--- src/rtl/cpa_pkg.sv ---
// Shared types and helpers for the pipelined carry-propagate adder.
// Stage data fields are WIDTH-dependent, so they live beside this control struct in the top.
package cpa_pkg;

  localparam int DEFAULT_CHUNK = 4;

  typedef struct packed {
    logic vld;
    logic carry;
    logic msb_carry;
  } cpa_stage_t;

  function automatic int cpa_stages(input int width, input int chunk);
    return width / chunk;
  endfunction

endpackage

--- src/rtl/cpa_chunk_adder.sv ---
// Combinational CHUNK-bit ripple adder; also exposes the carry into its top bit
// so the final stage can form signed overflow.
module cpa_chunk_adder #(
  parameter int CHUNK = 4
) (
  input  logic [CHUNK-1:0] x,
  input  logic [CHUNK-1:0] y,
  input  logic             cin,
  output logic [CHUNK-1:0] s,
  output logic             cout,
  output logic             c_msb_in
);

  logic carry;

  always_comb begin
    carry    = cin;
    s        = '0;
    c_msb_in = 1'b0;
    for (int i = 0; i < CHUNK; i++) begin
      if (i == CHUNK - 1) c_msb_in = carry;
      s[i]  = x[i] ^ y[i] ^ carry;
      carry = (x[i] & y[i]) | (carry & (x[i] ^ y[i]));
    end
    cout = carry;
  end

endmodule

--- src/rtl/pipelined_cpa.sv ---
// Pipelined WIDTH-bit adder/subtractor: one CHUNK-bit ripple slice per stage,
// valid/ready handshake with an elastic, combinational ready chain.
module pipelined_cpa
  import cpa_pkg::*;
#(
  parameter int WIDTH = 16,
  parameter int CHUNK = DEFAULT_CHUNK
) (
  input  logic             clk,
  input  logic             reset,
  input  logic             in_valid,
  output logic             in_ready,
  input  logic [WIDTH-1:0] a,
  input  logic [WIDTH-1:0] b,
  input  logic             c_in,
  input  logic             sub,
  output logic             out_valid,
  input  logic             out_ready,
  output logic [WIDTH-1:0] sum,
  output logic             c_out,
  output logic             overflow
);

  localparam int STAGES = cpa_stages(WIDTH, CHUNK);

  if (WIDTH < 2) begin : g_bad_width
    $error("pipelined_cpa: WIDTH must be at least 2");
  end
  if (WIDTH % CHUNK != 0) begin : g_bad_chunk
    $error("pipelined_cpa: WIDTH must be a multiple of CHUNK");
  end

  cpa_stage_t       ctl   [STAGES];
  logic [WIDTH-1:0] psum  [STAGES];
  logic [WIDTH-1:0] opa   [STAGES];
  logic [WIDTH-1:0] opb   [STAGES];

  logic [WIDTH-1:0] nxt_sum [STAGES];
  logic [WIDTH-1:0] src_a   [STAGES];
  logic [WIDTH-1:0] src_b   [STAGES];
  logic [STAGES-1:0] src_vld, nxt_carry, nxt_msb, vld, can_load;

  logic [WIDTH-1:0] b_eff;
  assign b_eff = sub ? ~b : b;

  for (genvar k = 0; k < STAGES; k++) begin : g_stage
    logic [CHUNK-1:0] x, y, s;
    logic             cin, cout, cmsb;
    logic [WIDTH-1:0] prior;

    if (k == 0) begin : g_first
      assign x          = a[CHUNK-1:0];
      assign y          = b_eff[CHUNK-1:0];
      assign cin        = sub | c_in;
      assign prior      = '0;
      assign src_vld[k] = in_valid;
      assign src_a[k]   = a;
      assign src_b[k]   = b_eff;
    end else begin : g_next
      assign x          = opa[k-1][k*CHUNK +: CHUNK];
      assign y          = opb[k-1][k*CHUNK +: CHUNK];
      assign cin        = ctl[k-1].carry;
      assign prior      = psum[k-1];
      assign src_vld[k] = ctl[k-1].vld;
      assign src_a[k]   = opa[k-1];
      assign src_b[k]   = opb[k-1];
    end

    cpa_chunk_adder #(.CHUNK(CHUNK)) u_add (
      .x        (x),
      .y        (y),
      .cin      (cin),
      .s        (s),
      .cout     (cout),
      .c_msb_in (cmsb)
    );

    // Partial sums only ever hold zeros above the chunks already computed.
    assign nxt_sum[k]   = prior | (WIDTH'(s) << (k * CHUNK));
    assign nxt_carry[k] = cout;
    assign nxt_msb[k]   = cmsb;
    assign vld[k]       = ctl[k].vld;
    // A stage can load if the output drains or any slot at or after it is empty.
    assign can_load[k]  = out_ready || !(&vld[STAGES-1:k]);
  end

  always_ff @(posedge clk or posedge reset) begin
    if (reset) begin
      for (int k = 0; k < STAGES; k++) begin
        ctl[k]  <= '0;
        psum[k] <= '0;
        opa[k]  <= '0;
        opb[k]  <= '0;
      end
    end else begin
      for (int k = 0; k < STAGES; k++) begin
        if (can_load[k]) begin
          ctl[k].vld <= src_vld[k];
          if (src_vld[k]) begin
            psum[k]          <= nxt_sum[k];
            opa[k]           <= src_a[k];
            opb[k]           <= src_b[k];
            ctl[k].carry     <= nxt_carry[k];
            ctl[k].msb_carry <= nxt_msb[k];
          end
        end
      end
    end
  end

  // Output stage
  assign in_ready  = can_load[0] && !reset;
  assign out_valid = ctl[STAGES-1].vld;
  assign sum       = psum[STAGES-1];
  assign c_out     = ctl[STAGES-1].carry;
  assign overflow  = ctl[STAGES-1].carry ^ ctl[STAGES-1].msb_carry;

endmodule

--- config.mk ---
export PLATFORM = sky130hd
export DESIGN_NAME = pipelined_cpa
export DESIGN_NICKNAME = d
export VERILOG_FILES = /design/src/rtl/cpa_pkg.sv /design/src/rtl/cpa_chunk_adder.sv /design/src/rtl/pipelined_cpa.sv
export SDC_FILE = /design/constraint.sdc
export NUM_CORES = 1
export LEC_CHECK = 0
export ABC_AREA = 1
export BUFFER_PORTS_ARGS = -buffer_cell sky130_fd_sc_hd__buf_4
export CORE_MARGIN = 2
export CORE_UTILIZATION = 52
export CTS_CLUSTER_SIZE = 14
export DETAILED_ROUTE_END_ITERATION = 12
export HOLD_SLACK_MARGIN = 0.1
export PLACE_DENSITY_LB_ADDON = 0.3
export SLEW_MARGIN = 20
export SYNTH_ARGS = -nofsm -noshare
export SYNTH_HDL_FRONTEND = slang
export SYNTH_SLANG_ARGS = --single-unit
--- constraint.sdc ---
create_clock -name clk -period 3 [get_ports clk]
set_input_delay 0.3 -clock clk [delete_from_list [all_inputs] [get_ports clk]]
set_output_delay 0.3 -clock clk [all_outputs]
set_load 0.1 [all_outputs]
==> impl_metrics.yaml, run 1 <==
status:
  outcome: "complete, no violations"
placed_design:
  gp_congestion: 0.765
  dp_hpwl_microns: 5700
  placed_cells: 661
  place_area_sq_um: 4960
  port_buffers: 57
min_path:
  hp-class: "input pin to register"
worst_setup_path:
  worstSetupStartpointType: "register"
  crit_slowest_cell: "fa_1"
  path_cells: "fa_1 > inv_1 > fa_1 > inv_1 > fa_1 > inv_1 > fa_1 > inv_1 > nand3_1 > nand2_1"
  arrival_ns: 2.59
  crit_type: "register to register"
  critPathRequiredTime_ns: 3.29
  cp_top_family: "adder cells"
  cpPeakStageDelay_ns: 0.42
  cp-end-kind: "register"
  critPathMaxFanout: 2
  crit_buf_inv: 4
timing:
  skew_ns: 0.00970
  fmax_mhz: 434
  rsz0062_at_grt: "no"
  period_share_pct: 76.8
  hold_violations: 0
  slew_violations: 0
  min_period_ns: 2.30
  setup_violations: 0
  max_slew_margin_pct: 50.4
  setup_tns_ns: 0
  worst_slew_pin_slew_ns: 0.744
routing:
  wire_per_inst_microns: 11.6
  drc_errors: 0
  via_per_inst: 4.80
  drt_iter0_drc: 141
  vias: 3252
  postRouteAntennaNets: 0
  wl_microns: 7880
  drt_pass1_iterations: 4
logic_synthesis:
  synthXorXnorAreaFrac_pct: 0.967
  syn-cell-area_sq_um: 4530
  synthAdderAreaFrac_pct: 7.08
  yosysSeqAreaShare_pct: 53.6
  synth.net_count: 574
  synthCells: 520
  synth_top_family_by_area: "simple AND/OR/NAND/NOR gates"
  synth_seq_cells: 97
  ys_warn_count: 0
  synthSimpleGateAreaFrac_pct: 29.7
  avgSynthCellArea_sq_um: 8.71
  synthDistinctLibCells: 18
  synthMuxAreaShare_pct: 0
  synth_compound_area_share_pct: 0.774
floorplanning:
  core_area_sq_um: 8590
  die_height_microns: 97.3
  die_area_sq_um: 9470
  initial_utilization_pct: 52.7
  rows: 34
  die_w_microns: 97.3
  num_io_pins: 58
clocking:
  postCtsResizedCells: 0
  cts.sinks: 97
  h-tree-depth: 3
  hold_buffers: 1
  clockBufferDepth: 2
  cts_made_buffers: 9
  clk_pin_slew_worst_paths_ns: 0.09
  insertion_delay_ns: 0.35
  cts_setup_buffers: 0
  cts-root-buf: "clkbuf_8"
  tritoncts: "built"
global_route:
  grt_max_degree: 45
  gr-total-overflow: 0
  grt_pass1_vias: 3219
  grt_pass1_wl_microns: 14300
  antenna_found_initial: 0
  grt_use_total_pct: 18.4
final_layout:
  area_growth_syn_to_layout_pct: 14.4
  final_net_count: 619
  layout-drive-gt1-share_pct: 15.3
  mostFrequentLayoutCells: "nand2_1 (222), dfrtp_1 (97), nand3_1 (88)"
  layout_commonest_cell: "nand2_1"
  seq_area_sq_um: 2430
  diodes: 0
  multi_input_area_sq_um: 1740
  fillers: 783
  final_cells: 678
  final_area_sq_um: 5180
power:
  peakVddDrop_mv: 0.459
  p_leak_uw: 0.00290
  power_density_nw_per_um2: 972
job:
  maxCapViolCount: 0
## synthesized netlist by cell type
| cell | instances | area (sq um) |
|---|---|---|
| nand2_2 | 5 | 31.3 |
| xnor2_1 | 2 | 17.5 |
| buf_1 | 4 | 15.0 |
| clkbuf_1 | 1 | 3.75 |
| buf_6 | 5 | 56.3 |
| a21oi_1 | 1 | 5.00 |
| buf_2 | 16 | 80.1 |
| inv_1 | 46 | 173 |
| dfrtp_1 | 97 | 2430 |
| nand2_4 | 2 | 22.5 |
| nand3_1 | 88 | 440 |
| nand2_1 | 222 | 833 |
| nor2_1 | 1 | 3.75 |
| fa_1 | 16 | 320 |
| xor2_1 | 3 | 26.3 |
| o21ai_0 | 6 | 30.0 |
| buf_4 | 4 | 30.0 |
| nor2_4 | 1 | 11.3 |
## power by group
part	total (uW)	internal, uW	switching, uW
logic	2170	575	1590
registers	2010	1750	262
clock network	853	431	422
total	5030	2760	2280
## worst paths after layout
kind | startpoint | end | slack (ns) | cells past startpoint
hold / removal | a[9] | opa[57] | 0.17 | 3
setup reg to reg | g_stage[1].cin | g_stage[2].prior[7] | 0.70 | 10
max in group asynchronous | reset | g_stage[2].prior[3] | 1.73 | 4
min in group asynchronous | reset | opa[56] | 0.61 | 3
hold reg to reg | sum[12] | sum[12] | 0.47 | 2
setup / recovery | g_stage[1].cin | g_stage[2].prior[7] | 0.70 | 10
## flip-flops by register name (all words and copies together), names as in the netlist
| register | flops |
|---|---|
| g_stage.y | 12 |
| opa | 12 |
| g_stage.x | 12 |
| g_stage.prior | 24 |
| sum | 16 |
| g_stage.cin | 3 |
| out_valid | 1 |
| c_out | 1 |
| ctl | 4 |
| opb | 12 |
## area by class of cell
type | instances | share of cell area, %
multi-input combinational | 347 | 33.6
clock inverter | 4 | 0.990
tap | 108 | 2.61
clock buffer | 12 | 3.00
inverter | 46 | 3.36
sequential | 97 | 46.9
timing repair buffer | 64 | 9.57
## metrics by stage
step	total power, uW	hold WS [ns]	setup WS, ns	utilization [%]
2_1_floorplan	3780	0.442	0.166	-
3_3_place_gp	4160	0.456	0.626	57.8
4_1_cts	5090	0.161	0.675	60.3
6_report	5030	0.173	0.697	60.3
5_1_grt	5430	0.168	0.537	60.3
3_5_place_dp	4230	0.459	0.579	57.8
## worst min-delay path, stage by stage
cell and delay, ns:
buf_4 0.08, nand3_1 0.06, nand2_1 0.06
## metal layers
layer  vias up  global-route usage [%]  share of wire (%)
li1       1683                       -                  -
met1      1481                    25.6                 49
met2        78                    29.5                 45
met3        10                    2.66                4.2
met4         0                    7.37                1.5
met5         -                       0                  0
## cells by family after synthesis
family / count (synthesis)
buffers and inverters: 76
adder cells (fa/ha/maj): 16
AND/OR/NAND/NOR: 319
flip-flops: 97
AO/OA/AOI/OAI: 7
XOR/XNOR: 5
No activity file was read; power rests on OpenSTA's default activity.
==> inputs of run 2 (changes only) <==
Settings changed: ABC_AREA 1 to 0, CORE_UTILIZATION 52 to 51.
Clock period 3 ns to 2 ns, I/O delays scaled along.
==> impl_metrics.yaml, run 2 <==
final_layout:
  final_net_count: 423
  largest_reg_flops: 24
  area_growth_syn_to_layout_pct: 23.1
  diodes: 0
  seq_area_sq_um: 2430
  fin_util_pct: 64.2
  layout-drive-gt1-share_pct: 50.8
  layout_commonest_cell: "dfrtp_1"
  multi_input_area_sq_um: 1700
  mostFrequentLayoutCells: "dfrtp_1 (96), mux2_2 (71), buf_4 (66)"
  fillers: 600
routing:
  drt_pass1_iterations: 4
  vias: 2339
  postRouteAntennaNets: 0
  drt_iter0_drc: 91
  wire_per_inst_microns: 14.2
  drc_errors: 0
  via_per_inst: 4.88
  wl_microns: 6820
clocking:
  cts.sinks: 97
  clk_pin_slew_worst_paths_ns: 0.09
  clockBufferDepth: 2
  h-tree-depth: 3
  insertion_delay_ns: 0.35
  cts-root-buf: "clkbuf_8"
  cts_made_buffers: 9
  postCtsResizedCells: 0
  tritoncts: "built"
  cts_setup_buffers: 0
worst_setup_path:
  arrival_ns: 2.42
  cpPeakStageDelay_ns: 0.39
  critPathMaxFanout: 2
  critPathRequiredTime_ns: 2.25
  path_cells: "fa_2 > inv_2 > fa_2 > fa_2 > inv_2 > fa_1 > mux2_2"
  crit_type: "register to register"
  worstSetupStartpointType: "register"
  crit_slowest_cell: "dfrtp_1"
  worst_path_most_repeated_cell: "fa_2"
  cp-end-kind: "register"
global_route:
  gr-total-overflow: 0
  antenna_found_initial: 0
  grt_pass1_vias: 2365
  grt_max_degree: 98
  grt_use_total_pct: 16.9
  grt_pass1_wl_microns: 11400
placed_design:
  dp_hpwl_microns: 4840
  dp_slack_ns: -0.298
  gp_congestion: 0.771
  port_buffers: 57
logic_synthesis:
  synth_top_cell_by_area: "dfrtp_1"
  avgSynthCellArea_sq_um: 14.7
  synth_edf_count: 0
  post-synth-top-count-cell: "dfrtp_1"
  synthArstFlopShare_pct: 100
  synth_top_area_share_pct: 57.2
  synth_seq_cells: 97
  ys_warn_count: 0
  netlist_top_cells_count: "dfrtp_1 (97), mux2_2 (72), inv_1 (30), fa_1 (16), xor2_1 (13)"
  synth_flop_cell: "dfrtp_1"
  syn-cell-area_sq_um: 4240
  synth.area.top_cells: "dfrtp_1 (57%), mux2_2 (19%), fa_1 (7.5%)"
  synthCells: 289
  yosysSeqAreaShare_pct: 57.2
  synthDistinctLibCells: 25
  synth.net_count: 343
power:
  finalPower_uw: 7720
  p_leak_uw: 0.00238
  peakVddDrop_mv: 0.635
  power_density_nw_per_um2: 1480
timing:
  rsz0062_at_grt: "yes"
  slew_violations: 0
  setup_violations: 4
  fmax_mhz: 462
  min_period_ns: 2.17
  worst_slew_pin_slew_ns: 0.496
  worst_slack_ns: -0.166
  whs_ns: 0.146
  period_share_pct: 108
  setup_tns_ns: -0.416
  hold_violations: 0
  skew_ns: 0.00869
  max_slew_margin_pct: 66.9
floorplanning:
  num_io_pins: 58
  die_height_microns: 95.2
  die_area_sq_um: 9060
  die_w_microns: 95.2
  rows: 33
  core_area_sq_um: 8130
  initial_utilization_pct: 52.2
status:
  violations: "setup timing"
  outcome: "complete, but fails checks"
job:
  maxCapViolCount: 0
min_path:
  hp-class: "input pin to register"
## run 2: cell types whose count changed in the layout (fill, tap and decap cells not counted), sizes merged, moves of 2 or more
cell	delta
mux2	+78
inv	-16
a21oi	+8
xnor2	+2
xor2	+10
dlygate4sd3	+13
nand3	-88
a31oi	+2
nand2b	+3
mux2i	+5
o21ai	+4
nand2	-226
buf	+4
## run 2: kinds of logic (layout without fill, tap and decap cells)
kind of cell               Yosys count  in the layout  share of synthesized area (%)
buffers and inverters               42            127                           4.72
DFF                                 97             97                           57.2
adders and majority gates           16             16                           7.55
AOI/OAI and AO/OA                   23             23                           2.98
and+or+nand+nor                     11             11                           1.62
xor gates and xnor gates            17             17                           3.51
muxes                               83             83                           22.4
## run 2: worst max-delay path, delay by kind of cell (launching register included)
kind / cells / cell delay (ns)
buf+inv: 2 / 0.11
flops: 1 / 0.39
mux: 1 / 0.27
fa+ha+maj: 4 / 1.30
## run 2: routing by layer
layer / GRT usage [%] / vias up / routed length (microns)
li1: - / 1117 / -
met1: 24.5 / 1157 / 3320
met2: 25.1 / 52 / 3130
met3: 2.61 / 13 / 239
met4: 7.97 / 0 / 132
met5: 0 / - / 0
## run 2: final timing paths
check / endpoint / cells past startpoint / slack (ns) / start
min: g_stage[1].y[3] / 3 / 0.15 / b[7]
min reg2reg: g_stage[3].prior[0] / 1 / 0.51 / g_stage[2].prior[0]
max in group asynchronous: out_valid / 4 / 1.05 / reset
max: sum[15] / 7 / -0.17 / g_stage[3].x[0]
max reg2reg: sum[15] / 7 / -0.17 / g_stage[3].x[0]
min in group asynchronous: sum[9] / 4 / 0.54 / reset
## run 2: final cells by class
class	count	share of cell area [%]
Tap cell	105	2.52
Sequential cell	97	46.5
Multi-Input combinational cell	150	32.5
Timing Repair Buffer	81	12.6
Clock inverter	4	0.503
Inverter	30	2.23
Clock buffer	12	3.16
## run 2: stage by stage
step                cell area, sq um  std cells
finish                          5220        479
CTS                             5220        479
global route                    5220        479
detailed placement              4890        449
floorplan                       4340        289
global placement                4890        449
## run 2: where the power goes
group          switching, uW  internal, uW  leakage [uW]  total (uW)
logic                   2200          1220       0.00115        3420
clock network            650           552     0.0000984        1200
registers                429          2670       0.00113        3100
## run 2: repair_timing
item / in CTS / in global routing
hold buffers: 14 / 0
hold endpoints to repair: 110 / 0
gates cloned: 0 / 0
endpoints found under the setup margin: 4 / 4
==> inputs of run 3 (changes only) <==
Settings changed: CORE_UTILIZATION 51 to 52, CTS_CLUSTER_SIZE 14 to 24, SYNTH_HIERARCHICAL set to 1.
==> impl_metrics.yaml, run 3 <==
routing:
  drc_errors: 0
  postRouteAntennaNets: 0
  wl_microns: 6950
  vias: 2291
  via_per_inst: 4.86
  wire_per_inst_microns: 14.8
  drt_iter0_drc: 59
  drt_pass1_iterations: 4
clocking:
  clk_pin_slew_worst_paths_ns: 0.09
  cts-root-buf: "clkbuf_8"
  tritoncts: "built"
  insertion_delay_ns: 0.35
  cts.sinks: 97
  clockBufferDepth: 2
  cts_made_buffers: 9
  h-tree-depth: 3
timing:
  fmax_mhz: 459
  min_period_ns: 2.18
  setup_tns_ns: -0.536
  worst_slew_pin_slew_ns: 0.483
  worst_slack_ns: -0.180
  skew_ns: 0.0109
  setup_violations: 4
  max_slew_margin_pct: 67.7
  period_share_pct: 109
  rsz0062_at_grt: "yes"
  hold_violations: 0
  slew_violations: 0
global_route:
  grt_pass1_vias: 2428
  grt_max_degree: 59
  gr-total-overflow: 0
  grt_use_total_pct: 17.5
  grt_pass1_wl_microns: 11800
  antenna_found_initial: 0
final_layout:
  seq_area_sq_um: 2430
  fillers: 610
  area_growth_syn_to_layout_pct: 23.0
  final_net_count: 415
  mostFrequentLayoutCells: "dfrtp_1 (96), mux2_2 (81), buf_4 (64)"
  diodes: 0
  layout-drive-gt1-share_pct: 56.0
  largest_reg_flops: 24
  multi_input_area_sq_um: 1720
  layout_commonest_cell: "dfrtp_1"
  fin_util_pct: 65.1
power:
  power_density_nw_per_um2: 1490
  p_leak_uw: 0.00242
  finalPower_uw: 7840
  peakVddDrop_mv: 0.731
floorplanning:
  die_w_microns: 94.7
  die_area_sq_um: 8980
  rows: 33
  die_height_microns: 94.7
  core_area_sq_um: 8090
  num_io_pins: 58
  initial_utilization_pct: 52.9
placed_design:
  dp_hpwl_microns: 4680
  gp_congestion: 0.708
  port_buffers: 57
status:
  outcome: "complete, but fails checks"
  violations: "setup timing"
logic_synthesis:
  synth_seq_cells: 97
  synth_top_cell_by_area: "dfrtp_1"
  synth_top_area_share_pct: 56.7
  synth_edf_count: 0
  yosysSeqAreaShare_pct: 56.7
  netlist_top_cells_count: "dfrtp_1 (97), mux2_2 (83), inv_1 (33), xor2_1 (17), fa_1 (16)"
  synth.net_count: 334
  post-synth-top-count-cell: "dfrtp_1"
  synth_flop_cell: "dfrtp_1"
  ys_warn_count: 6
  synthCells: 280
  avgSynthCellArea_sq_um: 15.3
  synthDistinctLibCells: 16
  syn-cell-area_sq_um: 4280
  synthArstFlopShare_pct: 100
  synth.area.top_cells: "dfrtp_1 (57%), mux2_2 (22%), fa_1 (7.5%)"
worst_setup_path:
  reg2reg_from: "g_stage[1].y[0]"
  r2r_slack_ns: -0.18
  rr_endpoint: "g_stage[2].prior[7]"
  critPathRequiredTime_ns: 2.23
  worstSetupStartpointType: "register"
  critPathMaxFanout: 2
  r2r_cells: 7
  cp-end-kind: "register"
  arrival_ns: 2.41
  crit_type: "register to register"
min_path:
  hold_end: "out_valid"
  min-delay-start: "out_ready"
  holdPathStages: 3
  hp-class: "input pin to register"
job:
  maxCapViolCount: 0
-- run 3: cell type report --
type                    instances  area share (%)
well taps                     105            2.50
flip-flops and latches         97            46.1
multi-input cells             139            32.7
repair buffers                 81            12.9
inverters                      33            2.42
clock buffers                  11            2.69
clock inverters                 5           0.594
-- run 3: kinds of logic after synthesis --
kind of cell | count (synthesis) | synth area share [%]
flops | 97 | 56.7
compound gates | 3 | 0.555
xor+xnor | 17 | 3.48
buf+inv | 44 | 4.91
simple gates | 10 | 1.55
fa+ha+maj | 16 | 7.48
mux | 93 | 25.3
-- run 3: through the flow --
step	setup slack [ns]	cell area (sq um)	std cells	hold slack, ns
2_1_floorplan	-0.326	4370	280	0.292
3_3_place_gp	-0.237	4920	439	0.256
3_5_place_dp	-0.323	4920	439	0.267
4_1_cts	-0.176	5240	469	0.120
5_1_grt	-0.258	5270	471	0.157
6_report	-0.180	5270	471	0.142
-- run 3: timing repair --
item | CTS | global route
pin swaps | 1 | 1
setup buffers | 0 | 2
hold buffers | 14 | 0
setup endpoints to repair | 6 | 6
resized for setup | 5 | 2
endpoints found under the hold margin | 32 | 0
-- run 3: critical path, stage by stage (launching register included) --
cell and delay, ns:
dfrtp_1 0.40, fa_2 0.22, inv_2 0.04, fa_2 0.33, fa_2 0.34, inv_2 0.06
fa_2 0.42, mux2_2 0.27
-- run 3: layer usage --
layer  up-vias  track usage [%]  share of wire [%]
met1      1164             24.7                 47
met5         -                0                  0
met2        37             27.2                 50
li1       1084                -                  -
met3         6             2.71                2.7
met4         0             7.61               0.96
-- run 3: how the worst max path moves through the flow --
stage	from	to	slack [ns]
2_1_floorplan	sub	g_stage[1].prior[3]	-0.33
3_3_place_gp	sub	g_stage[1].prior[3]	-0.24
3_5_place_dp	sub	g_stage[1].prior[3]	-0.32
4_1_cts	g_stage[3].y[0]	sum[15]	-0.18
5_1_grt	g_stage[3].cin	sum[15]	-0.26
6_report	g_stage[1].y[0]	g_stage[2].prior[7]	-0.18
-- run 3: power by group --
group	internal [uW]	switching (uW)
sequential	2680	434
combinational	1360	2240
clock	483	634
total	4530	3310
